$ cat src/rtl/lcd_pkg.sv
// Shared types and constants for the HD44780 ROM-sequence writer.
// Holds the FSM state set, special ROM words and default timing.
package lcd_pkg;

  typedef enum logic [2:0] {
    PWR, IDLE, FETCH, SETUP, EHIGH, HOLD, WAIT, DONE
  } lcd_state_e;

  localparam int CNT_W = 24;

  // ROM words that end a sequence without being written
  localparam logic [8:0] TERM_FF = 9'h0FF;
  localparam logic [8:0] TERM_00 = 9'h000;

  // Clear / return-home commands (RS=0) need the long settle time
  localparam logic [8:0] CMD_CLEAR = 9'h001;
  localparam logic [8:0] CMD_HOME  = 9'h002;
  localparam logic [8:0] CMD_HOME2 = 9'h003;

  localparam int DEF_T_PWR   = 750000;
  localparam int DEF_T_SETUP = 2;
  localparam int DEF_T_E     = 12;
  localparam int DEF_T_HOLD  = 2;
  localparam int DEF_T_CMD   = 2000;
  localparam int DEF_T_LONG  = 82000;

  function automatic logic is_term(input logic [8:0] w);
    return (w == TERM_FF) || (w == TERM_00);
  endfunction

  function automatic logic is_long_cmd(input logic [8:0] w);
    return (w == CMD_CLEAR) || (w == CMD_HOME) || (w == CMD_HOME2);
  endfunction

endpackage

$ cat src/rtl/lcd_delay_cnt.sv
// Loadable down-counter used for every wait in the LCD writer.
// Holds at zero until reloaded; zero flag is combinational from the count.
module lcd_delay_cnt #(
  parameter int          W       = 24,
  parameter int unsigned RST_VAL = 0
) (
  input  logic         clk,
  input  logic         rst_n,
  input  logic         load,
  input  logic [W-1:0] load_val,
  input  logic         count,
  output logic         zero
);

  logic [W-1:0] cnt;

  always_ff @(posedge clk or negedge rst_n) begin
    if (!rst_n) begin
      cnt <= W'(RST_VAL);
    end else if (load) begin
      cnt <= load_val;
    end else if (count && (cnt != '0)) begin
      cnt <= cnt - W'(1);
    end
  end

  assign zero = (cnt == '0);

endmodule

$ cat src/rtl/lcd_rom_writer.sv
// Plays a 9-bit ROM word sequence (RS + byte) onto an HD44780 bus.
// Each state lasting N cycles has the delay counter loaded with N-1 on entry.
module lcd_rom_writer
  import lcd_pkg::*;
#(
  parameter int T_PWR   = DEF_T_PWR,
  parameter int T_SETUP = DEF_T_SETUP,
  parameter int T_E     = DEF_T_E,
  parameter int T_HOLD  = DEF_T_HOLD,
  parameter int T_CMD   = DEF_T_CMD,
  parameter int T_LONG  = DEF_T_LONG
) (
  input  logic       CLK,
  input  logic       RSTn,
  input  logic       start,
  output logic [6:0] romaddr,
  input  logic [8:0] romq,
  output logic       LCD_E,
  output logic       LCD_RS,
  output logic       LCD_RW,
  output logic [7:0] LCD_DB,
  output logic       busy,
  output logic       done,
  output lcd_state_e fsm_state
);

  lcd_state_e       state;
  logic [8:0]       word;
  logic             cnt_load;
  logic [CNT_W-1:0] cnt_val;
  logic             cnt_zero;

  lcd_delay_cnt #(
    .W       (CNT_W),
    .RST_VAL (T_PWR - 1)
  ) u_delay (
    .clk      (CLK),
    .rst_n    (RSTn),
    .load     (cnt_load),
    .load_val (cnt_val),
    .count    (1'b1),
    .zero     (cnt_zero)
  );

  // Reload the counter on the edge that enters the next timed state
  always_comb begin
    cnt_load = 1'b0;
    cnt_val  = '0;
    unique case (state)
      FETCH: if (!is_term(romq)) begin
        cnt_load = 1'b1;
        cnt_val  = CNT_W'(T_SETUP - 1);
      end
      SETUP: if (cnt_zero) begin
        cnt_load = 1'b1;
        cnt_val  = CNT_W'(T_E - 1);
      end
      EHIGH: if (cnt_zero) begin
        cnt_load = 1'b1;
        cnt_val  = CNT_W'(T_HOLD - 1);
      end
      HOLD: if (cnt_zero) begin
        cnt_load = 1'b1;
        cnt_val  = is_long_cmd(word) ? CNT_W'(T_LONG - 1) : CNT_W'(T_CMD - 1);
      end
      default: ;
    endcase
  end

  always_ff @(posedge CLK or negedge RSTn) begin
    if (!RSTn) begin
      state   <= PWR;
      romaddr <= '0;
      word    <= '0;
      LCD_E   <= 1'b0;
      LCD_RS  <= 1'b0;
      LCD_DB  <= '0;
      busy    <= 1'b0;
      done    <= 1'b0;
    end else begin
      unique case (state)
        PWR: if (cnt_zero) state <= IDLE;
        IDLE, DONE: if (start) begin
          romaddr <= '0;
          done    <= 1'b0;
          busy    <= 1'b1;
          state   <= FETCH;
        end
        FETCH: begin
          word <= romq;
          if (is_term(romq)) begin
            busy  <= 1'b0;
            done  <= 1'b1;
            state <= DONE;
          end else begin
            LCD_RS <= romq[8];
            LCD_DB <= romq[7:0];
            state  <= SETUP;
          end
        end
        SETUP: if (cnt_zero) begin
          LCD_E <= 1'b1;
          state <= EHIGH;
        end
        EHIGH: if (cnt_zero) begin
          LCD_E <= 1'b0;
          state <= HOLD;
        end
        HOLD: if (cnt_zero) state <= WAIT;
        WAIT: if (cnt_zero) begin
          // The last ROM word ends the sequence instead of wrapping
          if (romaddr == 7'd127) begin
            busy  <= 1'b0;
            done  <= 1'b1;
            state <= DONE;
          end else begin
            romaddr <= romaddr + 7'd1;
            state   <= FETCH;
          end
        end
        default: state <= PWR;
      endcase
    end
  end

  assign LCD_RW    = 1'b0;
  assign fsm_state = state;

endmodule
$ cat config.mk
export PLATFORM = sky130hd
export DESIGN_NAME = lcd_rom_writer
export DESIGN_NICKNAME = d
export VERILOG_FILES = /design/src/rtl/lcd_pkg.sv /design/src/rtl/lcd_delay_cnt.sv /design/src/rtl/lcd_rom_writer.sv
export SDC_FILE = /design/constraint.sdc
export NUM_CORES = 1
export LEC_CHECK = 0
export ABC_CLOCK_PERIOD_IN_PS = 4500
export CAP_MARGIN = 20
export CORE_ASPECT_RATIO = 0.6
export CORE_MARGIN = 2
export CORE_UTILIZATION = 50
export DETAILED_ROUTE_END_ITERATION = 12
export GPL_TIMING_DRIVEN = 1
export HOLD_SLACK_MARGIN = 0.06
export PLACE_DENSITY = 0.72
export SLEW_MARGIN = 20
export SYNTH_ARGS = -nofsm -noshare
export SYNTH_HDL_FRONTEND = slang
export SYNTH_HIERARCHICAL = 1
export SYNTH_SLANG_ARGS = --single-unit
$ cat constraint.sdc
create_clock -name CLK -period 4.5 [get_ports CLK]
set_input_delay 0.9 -clock CLK [delete_from_list [all_inputs] [get_ports CLK]]
set_output_delay 0.9 -clock CLK [all_outputs]
set_load 0.05 [all_outputs]
Word level (Yosys, flattened, before mapping)
Index checks and enable logic that the tools add are counted.
- register bits after elaboration: 55
- latch bits: 0
- bits in writable memories: 0
- bits in read-only memories: 0
- input bits: 12
- output and inout port bits: 23
- word-level logic and storage cells: 88
- memories: 0
- add/subtract/negate cells: 2
- multipliers: 0
- div/mod/pow operators: 0
- $lt $le $gt $ge: 0
- equality and inequality tests: 21
- shift operators: 0
- multiplexer cells: 37
- bitwise gates (word level): 1
- reductions and logical operators: 18
- operator list (operator ; number):
    one-hot mux 17 bit (4 select lines) ; 1
    two-way mux 24 bit ; 2
    two-way mux 17 bit ; 2
    zero test 24 bit ; 1
    two-way mux 3 bit ; 8
    nonzero test 24 bit ; 1
    subtractor 24 x 1 -> 24 bit, second input constant ; 1
    two-way mux 7 bit ; 3
    one-hot mux 3 bit (7 select lines) ; 1
    == test 9 x 2 -> 1 bit, second input constant ; 2
    != test 2 bit, second input constant ; 9
    two-way mux 1 bit ; 14
    one-hot mux 7 bit (2 select lines) ; 1
    == test 3 bit, second input constant ; 4
    == test 9 x 1 -> 1 bit, second input constant ; 1
    == test 9 x 8 -> 1 bit, second input constant ; 1
    zero test 9 bit ; 1
    adder 7 x 1 -> 7 bit, second input constant ; 1
    == test 7 bit, second input constant ; 1
    == test 3 x 2 -> 1 bit, second input constant ; 2
    one-hot mux 1 bit (3 select lines) ; 2
    AND reduction 6 bit ; 1
    nonzero test 2 bit ; 3
    AND reduction 5 bit ; 1
    12 further kinds ; 15

Depth between registers and ports, before layout
- depth after elaboration: 7
- gate-level depth with buffers: 11
- mapped depth without buffers: 10

Modules after synthesis
The synthesis kept the hierarchy.
- modules (own cells, without submodules) (module ; times used ; cells each ; area each (µm²) ; seq. area each (µm²)):
    lcd_rom_writer ; 1 ; 144 ; 1612.8 ; 775.7
    lcd_delay_cnt ; 1 ; 168 ; 1508.9 ; 616.8

Worst setup path before layout
OpenSTA, ideal clock, no wires.
- path type: flip-flop to flip-flop
- start: register u_delay.cnt[0]
- end: register romaddr[5]
- setup time: 0.120 ns
- data arrival time: 2.379 ns
- data required time: 4.380 ns
- path slack: 2.001 ns
- stages on the path, launching flop included: 11
- buffers on the path: 0
- period minus slack after synthesis: 2.499 ns
- cells stage by stage: dfstp_2 -> inv_1 -> ha_1 -> nor4b_1 -> nand2_1 -> nor2_1 -> and4b_4 -> a31oi_4 -> nor3_4 -> a311oi_1 -> a41o_1
- cells in the longest elaborated chain, start to end: 3
- RTL lines (what ; line ; source):
    start: declaration ; lcd_delay_cnt.sv:15 ; logic [W-1:0] cnt;
    start signal: assignment ; lcd_delay_cnt.sv:19 ; cnt <= W'(RST_VAL);
    start signal: assignment ; lcd_delay_cnt.sv:21 ; cnt <= load_val;
    start signal: assignment ; lcd_delay_cnt.sv:23 ; cnt <= cnt - W'(1);
    zero test 24 bit ; lcd_delay_cnt.sv:27 ; assign zero = (cnt == '0);
    net cnt_zero ; lcd_rom_writer.sv:31 ; logic cnt_zero;
    != test 2 bit (no source line) ; n/a ;
    AND reduction 4 bit (no source line) ; n/a ;
    end signal: assignment ; lcd_rom_writer.sv:117 ; romaddr <= romaddr + 7'd1;
    end: declaration ; lcd_rom_writer.sv:16 ; output logic [6:0] romaddr,
The timed path passes the listed nets, and every way through them passes these cells.
A chain may end at the register's enable or synchronous reset.

Final worst setup path
- start: register u_delay.cnt[0]
- end: register u_delay.cnt[18]
- cells in the longest elaborated chain, start to end: 4
- elaborated cells on any way between the ends: 8
- those cells by class: add/sub (1); mux (4); reduce/logical (3)
- RTL lines (what ; line ; source):
    zero test 24 bit (*) ; lcd_delay_cnt.sv:27 ;
    net cnt_zero ; lcd_rom_writer.sv:31 ;
    two-way mux 1 bit (*) ; lcd_rom_writer.sv:54, lcd_rom_writer.sv:58, lcd_rom_writer.sv:62 ;
    one-hot mux 1 bit (2 select lines) (*) ; lcd_rom_writer.sv:49 ; unique case (state)
    net cnt_load ; lcd_rom_writer.sv:29 ; logic cnt_load;
    two-way mux 24 bit / nonzero test 2 bit (equally long branches) ; n/a ;
Mark *: on every way through the listed nets, which the timed path passes. The rest lies on a longest branch. The select of a mux whose other input is x is not followed.

==> metrics.yaml <==
async_reset_ff_frac: 1.00
power.switching_uw: 971
n_antenna_cell: 0
netlist_area_mm2: 0.00312
power.share.combinational: 0.456
finalPower_mw: 2.24
rsz0062_at_grt: "false"
power.density_mw_per_mm2: 616
fin_skew_ns: 0.00875
cap_violations: 0
post-route-util: 0.597
drive_above_1_share: 0.162
sw_frac_of_total: 0.434
crit_path_top_delay_cell: "nor4b_1"
fmax_ghz: 0.322
ys_seq_elements: 55
hold_violations: 0
hold_class: "reg -> reg"
postCtsSetupRepairBufs: 0
dpl_cell_area_mm2: 0.00354
synthTopCellsByArea: "dfrtp_1 34%, dfstp_2 11%, mux2_2 6.1%"
nets: 372
tns_ns: 0
port_buffers: 33
worstPathCellList: "inv_1, ha_1, nor4b_1, nand2_1, nor2_1, nand2_1, nand2_1, buf_4, nand2b_1, a21oi_1, a211o_1"
peakVddDrop_mv: 0.370
cp_common_cell: "nand2_1"
dp_slack_ns: 1.14
p_leak_nw: 1.44
cts_resized: 0
slew_viol_final: 0
arrival_ns: 3.32
start_util: 0.513
drtPass1Iterations: 4
ant_nets: 0
core_mm2: 0.00608
met3WireLength_um: 268
first_iter_violations: 107
overflow: 0
dieArea_mm2: 0.00691
die_x_um: 106
dieHeight_um: 65.2
finalSetupViolCount: 0
layout_min_cycle_time_ns: 3.10
stdcell_area_mm2: 0.00363
drt_wl_total_um: 6380
place.gp.congestion: 0.794
grt_first_pass_wirelength_um: 11100
highest_layer: "met4"
synth-main-ff-cell: "dfrtp_1"
internal_power_mw: 1.27
yosys.area.top_type: "dfrtp_1"
numCtsBuffers: 5
antenna_found_initial: 0
cts_hold_buf: 0
vias: 2374
worst_slew_pin_slew_ns: 0.781
clkSlewWorstSetupHoldPaths_ns: 0.10
yosys.area.top_type_share: 0.337
io_pins: 35
clk_latency_ns: 0.32
sequentialPowerShare: 0.417
root_buffer: "clkbuf_8"
synth.distinct_cells: 62
mostFrequentLayoutCell: "dfrtp_1"
drt-met1-wl_um: 3350
clock_sinks: 55
cp.required_ns: 4.71
syn_inst: 312
routed-wl-met2_um: 2680
status: "finished clean"
worst_slack_ns: 1.40
hpwl_um: 4580
synth_edf_count: 0
syn_avg_cell_area_um2: 10.0
grt_pass1_vias: 2236
yosysSeqAreaShare: 0.446
worstSetupPathType: "reg -> reg"
cp-start-kind: "flop"
ctsHtreeMaxLevel: 2
grt_use_total: 0.204
grt_max_degree: 56
yosys_warnings: 6
power_frac_clock: 0.127
post-route-drc-count: 0
cts_tree: "done"
crit_path_end_kind: "flop"
syn2layout_area_growth_pct: 16.3
period_share: 0.690
critPathMaxFanout: 50
clk_path_buf_depth: 2
relSlewSlack: 0.472
wire_per_inst_um: 14.4
cp_slowest_stage_delay_ns: 0.64
num_rows: 22
final_cell_mix: "42 x dfrtp_1, 33 x nand2_1, 32 x clkdlybuf4s50_1"
drt-vias-per-instance: 5.37
==> path summary, 6_finish.rpt <==
kind | from | to | slack [ns] | depth (start not counted)
setup / recovery | u_delay/cnt[0] | u_delay/cnt[18] | 1.40 | 11
hold / removal | LCD_DB[1] | LCD_DB[1] | 0.52 | 1
setup reg to reg | u_delay/cnt[0] | u_delay/cnt[18] | 1.40 | 11
hold reg to reg | LCD_DB[1] | LCD_DB[1] | 0.52 | 1
max in group asynchronous | RSTn | u_delay/cnt[20] | 3.34 | 2
min in group asynchronous | RSTn | LCD_DB[4] | 0.69 | 2
==> flip-flops by register name (all words and copies together), names as in the netlist <==
| register | flops |
|---|---|
| busy | 1 |
| done | 1 |
| u_delay/cnt | 24 |
| fsm_state | 3 |
| LCD_E | 1 |
| LCD_DB | 8 |
| romaddr | 7 |
| word | 9 |
| LCD_RS | 1 |
==> cells in the mapped netlist (all sizes together) (8+ instances only) <==
library cell	instances
nor2	19
dfrtp	42
mux2	17
nor4	15
xnor2	15
nand2	33
dfstp	13
xor2	8
a21oi	10
buf	12
nor3	12
o21ai	28
inv	12
==> routing by layer <==
metal | track usage | up-vias
li1 | - | 1207
met1 | 0.309 | 1119
met2 | 0.295 | 40
met3 | 0.0387 | 8
met4 | 0.0609 | 0
met5 | 0 | -
==> power groups by stage <==
| stage | Clock, mW | Sequential (mW) | Combinational [mW] |
|---|---|---|---|
| 4_1_cts | 0.293 | 0.933 | 1.03 |
| 3_3_place_gp | 0 | 0.933 | 1.00 |
| 5_1_grt | 0.312 | 0.965 | 1.11 |
| 3_5_place_dp | 0 | 0.938 | 1.02 |
| 2_1_floorplan | 0 | 1.11 | 0.576 |
| 6_report | 0.284 | 0.933 | 1.02 |
==> stage by stage <==
step | cells | hold slack, ns
finish | 442 | 0.516
global route | 442 | 0.536
floorplan | 330 | 0.481
detailed placement | 434 | 0.493
CTS | 442 | 0.518
global placement | 434 | 0.492
==> final cells by class <==
class	instances	area, um^2
clock buffers	6	72.6
clock inverters	2	17.5
fillers	534	2450
inverters	12	45.0
multi-input cells	248	1660
flip-flops and latches	55	1390
well taps	84	105
repair buffers	35	340
==> worst max-delay path: cells and delay by family, from the launching register on <==
family                   cells  cell delay, ns
AO/OA/AOI/OAI                2            0.30
adder cells (fa/ha/maj)      1            0.15
buffers and inverters        2            0.49
flip-flops                   1            0.38
AND/OR/NAND/NOR              6            1.65
==> cell families after synthesis <==
logic type                 count (synthesis)  share of synthesized area
and+or+nand+nor                          120                      0.230
DFF                                       55                      0.446
other                                      2                    0.00241
xor gates and xnor gates                  23                     0.0645
buffers and inverters                     27                     0.0445
adders and majority gates                  3                     0.0120
AOI/OAI and AO/OA                         65                      0.139
muxes                                     17                     0.0613
No activity file was read; power rests on OpenSTA's default activity.
